File: config.mk
export PLATFORM = sky130hd
export DESIGN_NAME = fifo_sync_buffer_flat
export DESIGN_NICKNAME = d
export VERILOG_FILES = /design/src/rtl/fifo_sync_buffer_pkg.sv /design/src/rtl/fifo_sync_buffer_if.sv /design/src/rtl/fifo_sync_mem.sv /design/src/rtl/fifo_sync_buffer.sv /design/src/flat_wrapper.sv
export SDC_FILE = /design/constraint.sdc
export NUM_CORES = 1
export LEC_CHECK = 0
export CORE_MARGIN = 2
export CORE_UTILIZATION = 35
export DETAILED_ROUTE_END_ITERATION = 8
export GPL_TIMING_DRIVEN = 0
export HOLD_SLACK_MARGIN = 0.03
export PLACE_DENSITY = 0.6
export SKIP_CTS_REPAIR_TIMING = 1
export SYNTH_ARGS = -nofsm -noshare
export SYNTH_HDL_FRONTEND = slang
export SYNTH_SLANG_ARGS = --single-unit
File: constraint.sdc
create_clock -name clk -period 4.8 [get_ports clk]
set_input_delay 1.2 -clock clk [delete_from_list [all_inputs] [get_ports clk]]
set_output_delay 1.2 -clock clk [all_outputs]
set_load 0.005 [all_outputs]
File: src/rtl/fifo_sync_buffer_pkg.sv
// Shared sizing helpers and parameter sanity functions for the synchronous FIFO.
package fifo_sync_buffer_pkg;

   // Pointer width: address bits plus one wrap bit.
   function automatic int ptr_w(input int depth);
      return $clog2(depth) + 1;
   endfunction

   function automatic bit is_pow2(input int value);
      return (value > 0) && ((value & (value - 1)) == 0);
   endfunction

   function automatic bit level_ok(input int level, input int depth);
      return (level >= 1) && (level <= depth - 1);
   endfunction

endpackage

File: src/rtl/fifo_sync_buffer_if.sv
// Handshake and status bundle between a FIFO user (master) and the FIFO (slave).
interface fifo_sync_buffer_if
   import fifo_sync_buffer_pkg::*;
#(
   parameter int DATA_WIDTH = 8,
   parameter int FIFO_DEPTH = 8
);
   localparam int PTR_W = ptr_w(FIFO_DEPTH);

   logic                  wr_en;
   logic [DATA_WIDTH-1:0] wr_data;
   logic                  rd_en;
   logic [DATA_WIDTH-1:0] rd_data;
   logic                  rd_valid;
   logic                  full;
   logic                  empty;
   logic                  almost_full;
   logic                  almost_empty;
   logic [PTR_W-1:0]      count;
   logic                  overflow;
   logic                  underflow;

   modport master (
      output wr_en, wr_data, rd_en,
      input  rd_data, rd_valid, full, empty, almost_full, almost_empty,
             count, overflow, underflow
   );

   modport slave (
      input  wr_en, wr_data, rd_en,
      output rd_data, rd_valid, full, empty, almost_full, almost_empty,
             count, overflow, underflow
   );

endinterface

File: src/rtl/fifo_sync_mem.sv
// FIFO storage array: one write port and one registered, enabled read port.
module fifo_sync_mem #(
   parameter int DATA_WIDTH = 8,
   parameter int FIFO_DEPTH = 8,
   parameter int ADDR_W     = $clog2(FIFO_DEPTH)
) (
   input  logic                  clk,
   input  logic                  rst,
   input  logic                  wr_en,
   input  logic [ADDR_W-1:0]     wr_addr,
   input  logic [DATA_WIDTH-1:0] wr_data,
   input  logic                  rd_en,
   input  logic [ADDR_W-1:0]     rd_addr,
   output logic [DATA_WIDTH-1:0] rd_data
);

   logic [DATA_WIDTH-1:0] mem [FIFO_DEPTH];

   // NOTE: the array has no reset so it maps onto plain RAM/flop arrays; pointers guard stale reads.
   always_ff @(posedge clk) begin
      if (wr_en) begin
         // NOTE: non-blocking assignments keep every flop sampling pre-edge values.
         mem[wr_addr] <= wr_data;
      end
   end

   always_ff @(posedge clk or posedge rst) begin
      if (rst) begin
         rd_data <= '0;
      end else if (rd_en) begin
         rd_data <= mem[rd_addr];
      end
   end

endmodule

File: src/rtl/fifo_sync_buffer.sv
// Single-clock FIFO: pointers, occupancy, registered status flags and error pulses
// around the fifo_sync_mem storage.
module fifo_sync_buffer
   import fifo_sync_buffer_pkg::*;
#(
   parameter int DATA_WIDTH = 8,
   parameter int FIFO_DEPTH = 8,
   parameter int AF_LEVEL   = 6,
   parameter int AE_LEVEL   = 2
) (
   input  logic             clk,
   input  logic             rst,
   fifo_sync_buffer_if.slave bus
);

   localparam int PTR_W  = ptr_w(FIFO_DEPTH);
   localparam int ADDR_W = PTR_W - 1;

   if (!is_pow2(FIFO_DEPTH) || FIFO_DEPTH < 4) begin : g_bad_depth
      $error("fifo_sync_buffer: FIFO_DEPTH must be a power of two and at least 4");
   end
   if (!level_ok(AF_LEVEL, FIFO_DEPTH)) begin : g_bad_af
      $error("fifo_sync_buffer: AF_LEVEL out of range 1..FIFO_DEPTH-1");
   end
   if (!level_ok(AE_LEVEL, FIFO_DEPTH)) begin : g_bad_ae
      $error("fifo_sync_buffer: AE_LEVEL out of range 1..FIFO_DEPTH-1");
   end

   logic [PTR_W-1:0] wr_ptr, rd_ptr, count;
   logic [PTR_W-1:0] wr_ptr_next, rd_ptr_next, count_next;
   logic             full, empty, almost_full, almost_empty;
   logic             rd_valid, overflow, underflow;
   logic             wr_acc, rd_acc;

   assign wr_acc = bus.wr_en && !full;
   assign rd_acc = bus.rd_en && !empty;

   // NOTE: every always_comb output gets a default first so no path can infer a latch.
   always_comb begin
      wr_ptr_next = wr_ptr;
      rd_ptr_next = rd_ptr;
      if (wr_acc) wr_ptr_next = wr_ptr + 1'b1;
      if (rd_acc) rd_ptr_next = rd_ptr + 1'b1;
      // The wrap bit makes the modular difference equal the occupancy, including when full.
      count_next = wr_ptr_next - rd_ptr_next;
   end

   always_ff @(posedge clk or posedge rst) begin
      if (rst) begin
         wr_ptr       <= '0;
         rd_ptr       <= '0;
         count        <= '0;
         full         <= 1'b0;
         empty        <= 1'b1;
         almost_full  <= 1'b0;
         almost_empty <= 1'b1;
         rd_valid     <= 1'b0;
         overflow     <= 1'b0;
         underflow    <= 1'b0;
      end else begin
         wr_ptr       <= wr_ptr_next;
         rd_ptr       <= rd_ptr_next;
         count        <= count_next;
         full         <= (count_next == PTR_W'(FIFO_DEPTH));
         empty        <= (count_next == '0);
         almost_full  <= (count_next >= PTR_W'(AF_LEVEL));
         almost_empty <= (count_next <= PTR_W'(AE_LEVEL));
         rd_valid     <= rd_acc;
         overflow     <= bus.wr_en && full;
         underflow    <= bus.rd_en && empty;
      end
   end

   fifo_sync_mem #(
      .DATA_WIDTH (DATA_WIDTH),
      .FIFO_DEPTH (FIFO_DEPTH),
      .ADDR_W     (ADDR_W)
   ) u_mem (
      .clk     (clk),
      .rst     (rst),
      .wr_en   (wr_acc),
      .wr_addr (wr_ptr[ADDR_W-1:0]),
      .wr_data (bus.wr_data),
      .rd_en   (rd_acc),
      .rd_addr (rd_ptr[ADDR_W-1:0]),
      .rd_data (bus.rd_data)
   );

   assign bus.count        = count;
   assign bus.full         = full;
   assign bus.empty        = empty;
   assign bus.almost_full  = almost_full;
   assign bus.almost_empty = almost_empty;
   assign bus.rd_valid     = rd_valid;
   assign bus.overflow     = overflow;
   assign bus.underflow    = underflow;

endmodule

File: src/flat_wrapper.sv
// flat-port wrapper written by rule: the top's interface ports become plain ports
module fifo_sync_buffer_flat import fifo_sync_buffer_pkg::*;
#(
   parameter int DATA_WIDTH = 8,
   parameter int FIFO_DEPTH = 8,
   parameter int AF_LEVEL   = 6,
   parameter int AE_LEVEL   = 2
)
  (clk, rst, bus_wr_en, bus_wr_data, bus_rd_en, bus_rd_data, bus_rd_valid, bus_full, bus_empty, bus_almost_full, bus_almost_empty, bus_count, bus_overflow, bus_underflow);
  fifo_sync_buffer_if #(.DATA_WIDTH(DATA_WIDTH), .FIFO_DEPTH(FIFO_DEPTH)) bus_i ();
  input  logic clk;
  input  logic rst;
  input wire logic [$bits(bus_i.wr_en)-1:0] bus_wr_en;
  input wire logic [$bits(bus_i.wr_data)-1:0] bus_wr_data;
  input wire logic [$bits(bus_i.rd_en)-1:0] bus_rd_en;
  output wire logic [$bits(bus_i.rd_data)-1:0] bus_rd_data;
  output wire logic [$bits(bus_i.rd_valid)-1:0] bus_rd_valid;
  output wire logic [$bits(bus_i.full)-1:0] bus_full;
  output wire logic [$bits(bus_i.empty)-1:0] bus_empty;
  output wire logic [$bits(bus_i.almost_full)-1:0] bus_almost_full;
  output wire logic [$bits(bus_i.almost_empty)-1:0] bus_almost_empty;
  output wire logic [$bits(bus_i.count)-1:0] bus_count;
  output wire logic [$bits(bus_i.overflow)-1:0] bus_overflow;
  output wire logic [$bits(bus_i.underflow)-1:0] bus_underflow;
  assign bus_i.wr_en = bus_wr_en;
  assign bus_i.wr_data = bus_wr_data;
  assign bus_i.rd_en = bus_rd_en;
  assign bus_rd_data = bus_i.rd_data;
  assign bus_rd_valid = bus_i.rd_valid;
  assign bus_full = bus_i.full;
  assign bus_empty = bus_i.empty;
  assign bus_almost_full = bus_i.almost_full;
  assign bus_almost_empty = bus_i.almost_empty;
  assign bus_count = bus_i.count;
  assign bus_overflow = bus_i.overflow;
  assign bus_underflow = bus_i.underflow;
  fifo_sync_buffer #(.DATA_WIDTH(DATA_WIDTH), .FIFO_DEPTH(FIFO_DEPTH), .AF_LEVEL(AF_LEVEL), .AE_LEVEL(AE_LEVEL)) u_core (.clk(clk), .rst(rst), .bus(bus_i));
endmodule
* Yosys cells after proc, flatten, opt, wreduce, memory -nomap -nowiden
Memory sizes are Yosys's and may differ from the RTL's. A register that Yosys moved wholly into a read port is not among the register bits.
Index checks and enable logic that the tools add are counted.
** Word-level totals
- Memory bits (writable) :: 64
- Output and inout bits :: 19
- Bits of input ports :: 12
- Flip-flop bits (word level) :: 19
- Word-level logic and storage cells :: 28
- Memories :: 1
** Memory list
- u_core.u_mem.mem :: words 8, bits a word 8, read ports 1, clocked after Yosys merged registers in 1, write ports 1, line fifo_sync_mem.sv:17 : logic [DATA_WIDTH-1:0] mem [FIFO_DEPTH];
** Cells by class
- Mux-type cells :: 4
- Order comparisons :: 2
- Add/sub/neg operators :: 3
- Equal/unequal tests :: 1
- Reductions and logical operators :: 7
** Operator list (number)
- adder 4 x 1 -> 4 bit, second input constant :: 2
- two-way mux 4 bit :: 2
- == test 4 bit, second input constant :: 1
- >= comparator 4 x 3 -> 1 bit, second input constant :: 1
- <= comparator 4 x 2 -> 1 bit, second input constant :: 1
- logical AND 1 bit :: 4
- zero test 4 bit :: 1
- subtractor 4 bit :: 1
- zero test 1 bit :: 2
- two-way mux 1 bit :: 2

* Logic depth before layout (Yosys ltp)
- Depth in word-level cells :: 5
- Gate-level depth with buffers :: 11
- Depth with buffers taken out :: 10

* Cells and area by module
Synthesis repeated with hierarchy kept, for this count alone.
** Unflattened totals
- Cells, all modules :: 230
- Area total of the unflattened synthesis :: 3714.8 um^2
** By module, submodules not included
- fifo_sync_mem :: sequential area each 2122.0 um^2, times used 1, cells each 170, area each 2865.2 um^2
- fifo_sync_buffer :: sequential area each 478.0 um^2, times used 1, cells each 60, area each 849.6 um^2

* Worst setup path before layout
Ideal clock, no wire load.
- Path type :: input to register
- Start point :: input bus_rd_en
- End point :: register u_core.empty (netlist: u_core.bus.empty)
- Slack :: 1.914 ns
- Path buffers :: 2
- Required time :: 4.703 ns
- Stages on the path :: 9
- Arrival time :: 2.790 ns
- Setup time :: 0.097 ns
- Path through :: nand2b_4 -> buf_6 -> clkbuf_1 -> xnor2_1 -> ha_1 -> fa_1 -> xor2_1 -> inv_1 -> nor4_1
** On the way
- Cells in the longest elaborated chain, start to end :: 4
** RTL lines
- start: declaration :: line flat_wrapper.sv:15 : input wire logic [$bits(bus_i.rd_en)-1:0] bus_rd_en;
- logical AND 1 bit :: line fifo_sync_buffer.sv:36 : assign rd_acc = bus.rd_en && !empty;
- two-way mux 4 bit :: line fifo_sync_buffer.sv:43 : if (rd_acc) rd_ptr_next = rd_ptr + 1'b1;
- named net u_core.rd_ptr_next[0] :: line fifo_sync_buffer.sv:30 : logic [PTR_W-1:0] wr_ptr_next, rd_ptr_next, count_next;
- subtractor 4 bit :: line fifo_sync_buffer.sv:45 : count_next = wr_ptr_next - rd_ptr_next;
- named net u_core.count_next[2] :: line fifo_sync_buffer.sv:30
- zero test 4 bit :: line fifo_sync_buffer.sv:65 : empty <= (count_next == '0);
- end signal: assignment :: line fifo_sync_buffer.sv:65
- end: declaration :: line fifo_sync_buffer.sv:31 : logic full, empty, almost_full, almost_empty;
The timed path passes the listed nets, and every way through them passes these cells.

* Worst setup path after layout
Ends and elaborated chain as after synthesis.

==> run_results.csv <==
group,metric,value,unit
floorplan,rows,37,
finish,synthToLayoutAreaGrowth,20.33,%
floorplan,start_util,35.51,%
sta,setup_viol,0,
worst_setup_path,max_stage_delay,480,ps
floorplan,die_area,0.01111,mm^2
cts,cts.htree.levels,3,
yosys,synth_top_cells_by_count,"64 x edfxtp_1, 25 x dfrtp_1, 17 x nand2_1, 16 x mux4_2",
sta,tns,0,ps
cts,clk_path_buf_depth,2,
finish,final_util,42.72,%
worst_setup_path,worstSetupEndpointType,"register",
min_path,hold_path_class,"reg2reg",
global_route,grt_antenna_before_repair,0,
worst_setup_path,required,5070,ps
worst_setup_path,timing.setup.critical_path_class,"in2reg",
finish,final_nets,257,
drt,via_count,1766,
yosys,synth_edf_count,64,
yosys,yosysMostFrequentCell,"edfxtp_1",
worst_setup_path,crit_slowest_cell,"clkbuf_1",
yosys,synth_area,0.003600,mm^2
yosys,synth-seq-cells,91,
sta,fin_crit,3484,ps
drt,firstDrtPassIters,4,
worst_setup_path,crit_fanout,10,
yosys,synth_top_area_cell,"edfxtp_1",
placed_design,place.gp.congestion,0.6962,
placed_design,dp_hpwl,4133,um
sta,rsz0062_at_grt,"false",
cts,cts_num_sinks,91,
global_route,grt_overflow,0,
sta,worst_pin_slew,1077,ps
worst_setup_path,path_buf_inv,4,
cts,cts_root_buf,"clkbuf_8",
status,outcome,"completed",
drt,drc,0,
sta,finalMaxSlewViolations,0,
pwr,p_per_area,616.6,mW/mm^2
worst_setup_path,start_kind,"input port",
yosys,synth.area.top_cells,"edfxtp_1 53%, dfrtp_1 17%, mux4_2 10%",
sta,finalCritPeriodShare,72.59,%
yosys,ys_async_sr_fraction,29.67,%
yosys,synth_nets,214,
finish,drive_gt1_share,20.08,%
sta,relSlewSlack,28.10,%
floorplan,die_w,105.4,um
yosys,ys.flop_type,"edfxtp_1",
yosys,synth_top_area_share,53.39,%
sta,max_freq,287.0,MHz
drt,avgRoutedWirePerCell,16.79,um
yosys,syn-instance-count,196,
global_route,grt_usage,12.70,%
pwr,ir_worst_vdd,0.2310,mV
floorplan,dieHeight,105.4,um
yosys,synth_cell_type_count,34,
cts,clock_latency,360,ps
drt,vias_per_cell,4.647,
finish,n_antenna_cell,0,
drt,drt_wl_total,6379,um
cts,cts_buffers,9,
cts,clk_pin_slew_worst_paths,100,ps
yosys,yosysWarnings,0,
finish,fillCellCount,888,
global_route,grt_pass1_vias,1812,
yosys,postSynthAreaPerCell,18.37,um^2
worst_setup_path,worstPathArrival,3750,ps
pwr,p_leak,0.001590,uW
drt,initialDrtViolationCount,101,
worst_setup_path,crit_family,"buffers and inverters",
global_route,grt_pass1_wl,10240,um
yosys,yosysSeqAreaShare,72.23,%
worst_setup_path,crit_chain,"clkdlybuf4s50_1, nand2b_4, buf_6, clkbuf_1, xnor2_1, ha_1, fa_1, xor2_1, inv_1, nor4_1",
global_route,grt_max_degree,28,
cts,cts_tree,"done",
drt,detail-route-antenna-nets,0,
floorplan,design.core.area,0.01014,mm^2
placed_design,io_buffers,30,
floorplan,io_pins,31,
sta,hold_violations,0,
flow_run,drv_cap,0,
sta,worst_clock_skew,11.37,ps
layer usage:
metal	part of all wire, %	GRT usage, %
met5	0	0
met4	2.0	5.714
met3	2.5	2.288
met2	49	20.46
met1	46	16.82
placed cells by master (no fill, tap or decap), types with 2 or more instances in the layout:
cell type / Yosys / layout
o21ai_0: 9 / 9
buf_6: 3 / 5
ha_1: 5 / 5
edfxtp_1: 64 / 64
xnor2_1: 3 / 3
xor2_1: 2 / 2
nor3_2: 0 / 2
nor2_1: 6 / 6
mux2i_1: 9 / 9
nand2_1: 17 / 17
dfstp_2: 2 / 2
inv_6: 0 / 2
clkdlybuf4s50_1: 0 / 30
dfrtp_1: 25 / 25
nand2b_1: 3 / 3
clkbuf_8: 0 / 9
inv_1: 9 / 9
mux4_2: 16 / 16
inv_8: 1 / 3
and2_1: 3 / 3
bufinv_16: 0 / 2
registers in the layout (all words and copies together), names as in the netlist, named ones only:
| signal | count |
|---|---|
| u_core.wr_ptr | 4 |
| u_core.bus.overflow | 1 |
| u_core.u_mem.mem | 64 |
| u_core.bus.count | 4 |
| u_core.rd_ptr | 3 |
| u_core.bus.almost_empty | 1 |
| u_core.bus.full | 1 |
| u_core.bus.almost_full | 1 |
| u_core.bus.rd_valid | 1 |
| u_core.bus.empty | 1 |
| u_core.u_mem.rd_data | 8 |
| u_core.bus.underflow | 1 |
power by group:
group          total (uW)  switching (uW)  internal (uW)
logic                 978             487            491
registers            1100            69.6           1030
clock network         596             293            304
layout make-up:
class	instances	area, um^2	share of cell area [%]
Sequential cell	91	2600	60.02
Multi-Input combinational cell	88	910.9	21.03
Timing Repair Buffer	32	322.8	7.452
Tap cell	136	170.2	3.928
Clock buffer	9	123.9	2.860
Clock inverter	7	105.1	2.426
Buffer	7	53.80	1.242
Inverter	10	45.04	1.040
cells by family (layout without fill, tap and decap cells):
| family | Yosys count | count (layout) | synth area share [%] |
|---|---|---|---|
| flops | 91 | 91 | 72.23 |
| simple gates | 38 | 38 | 6.048 |
| mux | 25 | 25 | 12.51 |
| buf+inv | 17 | 65 | 2.746 |
| compound gates | 12 | 12 | 1.807 |
| xor+xnor | 7 | 7 | 2.364 |
| fa+ha+maj | 6 | 6 | 2.294 |
tightest hold or removal path: cells and delay by family, from the launching register on:
kind / cells / cell delay, ps
AO/OA/AOI/OAI: 1 / 60
flip-flops: 1 / 350
AND/OR/NAND/NOR: 1 / 40
per-stage QoR:
| stage | power (uW) | setup WS, ps | hold WS, ps | instance area (um^2) | std cells |
|---|---|---|---|---|---|
| 2_1_floorplan | 1772 | 1914 | 468.7 | 3600 | 196 |
| 3_3_place_gp | 2082 | 951.9 | 459.8 | 4070 | 362 |
| 3_5_place_dp | 2113 | 938.7 | 469.2 | 4103 | 364 |
| 4_1_cts | 2707 | 1332 | 491.6 | 4332 | 380 |
| 5_1_grt | 2847 | 1146 | 519.3 | 4332 | 380 |
| 6_report | 2671 | 1316 | 483.5 | 4332 | 380 |
path summary, 6_finish.rpt:
| check | startpoint | to | slack (ps) | cells past startpoint |
|---|---|---|---|---|
| setup reg to reg | u_core.bus.empty | u_core.bus.empty | 2040 | 9 |
| hold reg to reg | u_core.u_mem.rd_data[2] | u_core.u_mem.rd_data[2] | 480 | 2 |
| min in group asynchronous | rst | u_core.bus.count[3] | 1410 | 2 |
| hold / removal | u_core.u_mem.rd_data[2] | u_core.u_mem.rd_data[2] | 480 | 2 |
| max in group asynchronous | rst | u_core.u_mem.rd_data[0] | 2740 | 2 |
| setup / recovery | bus_rd_en | u_core.bus.empty | 1320 | 10 |
No activity file was read; power rests on OpenSTA's default activity.
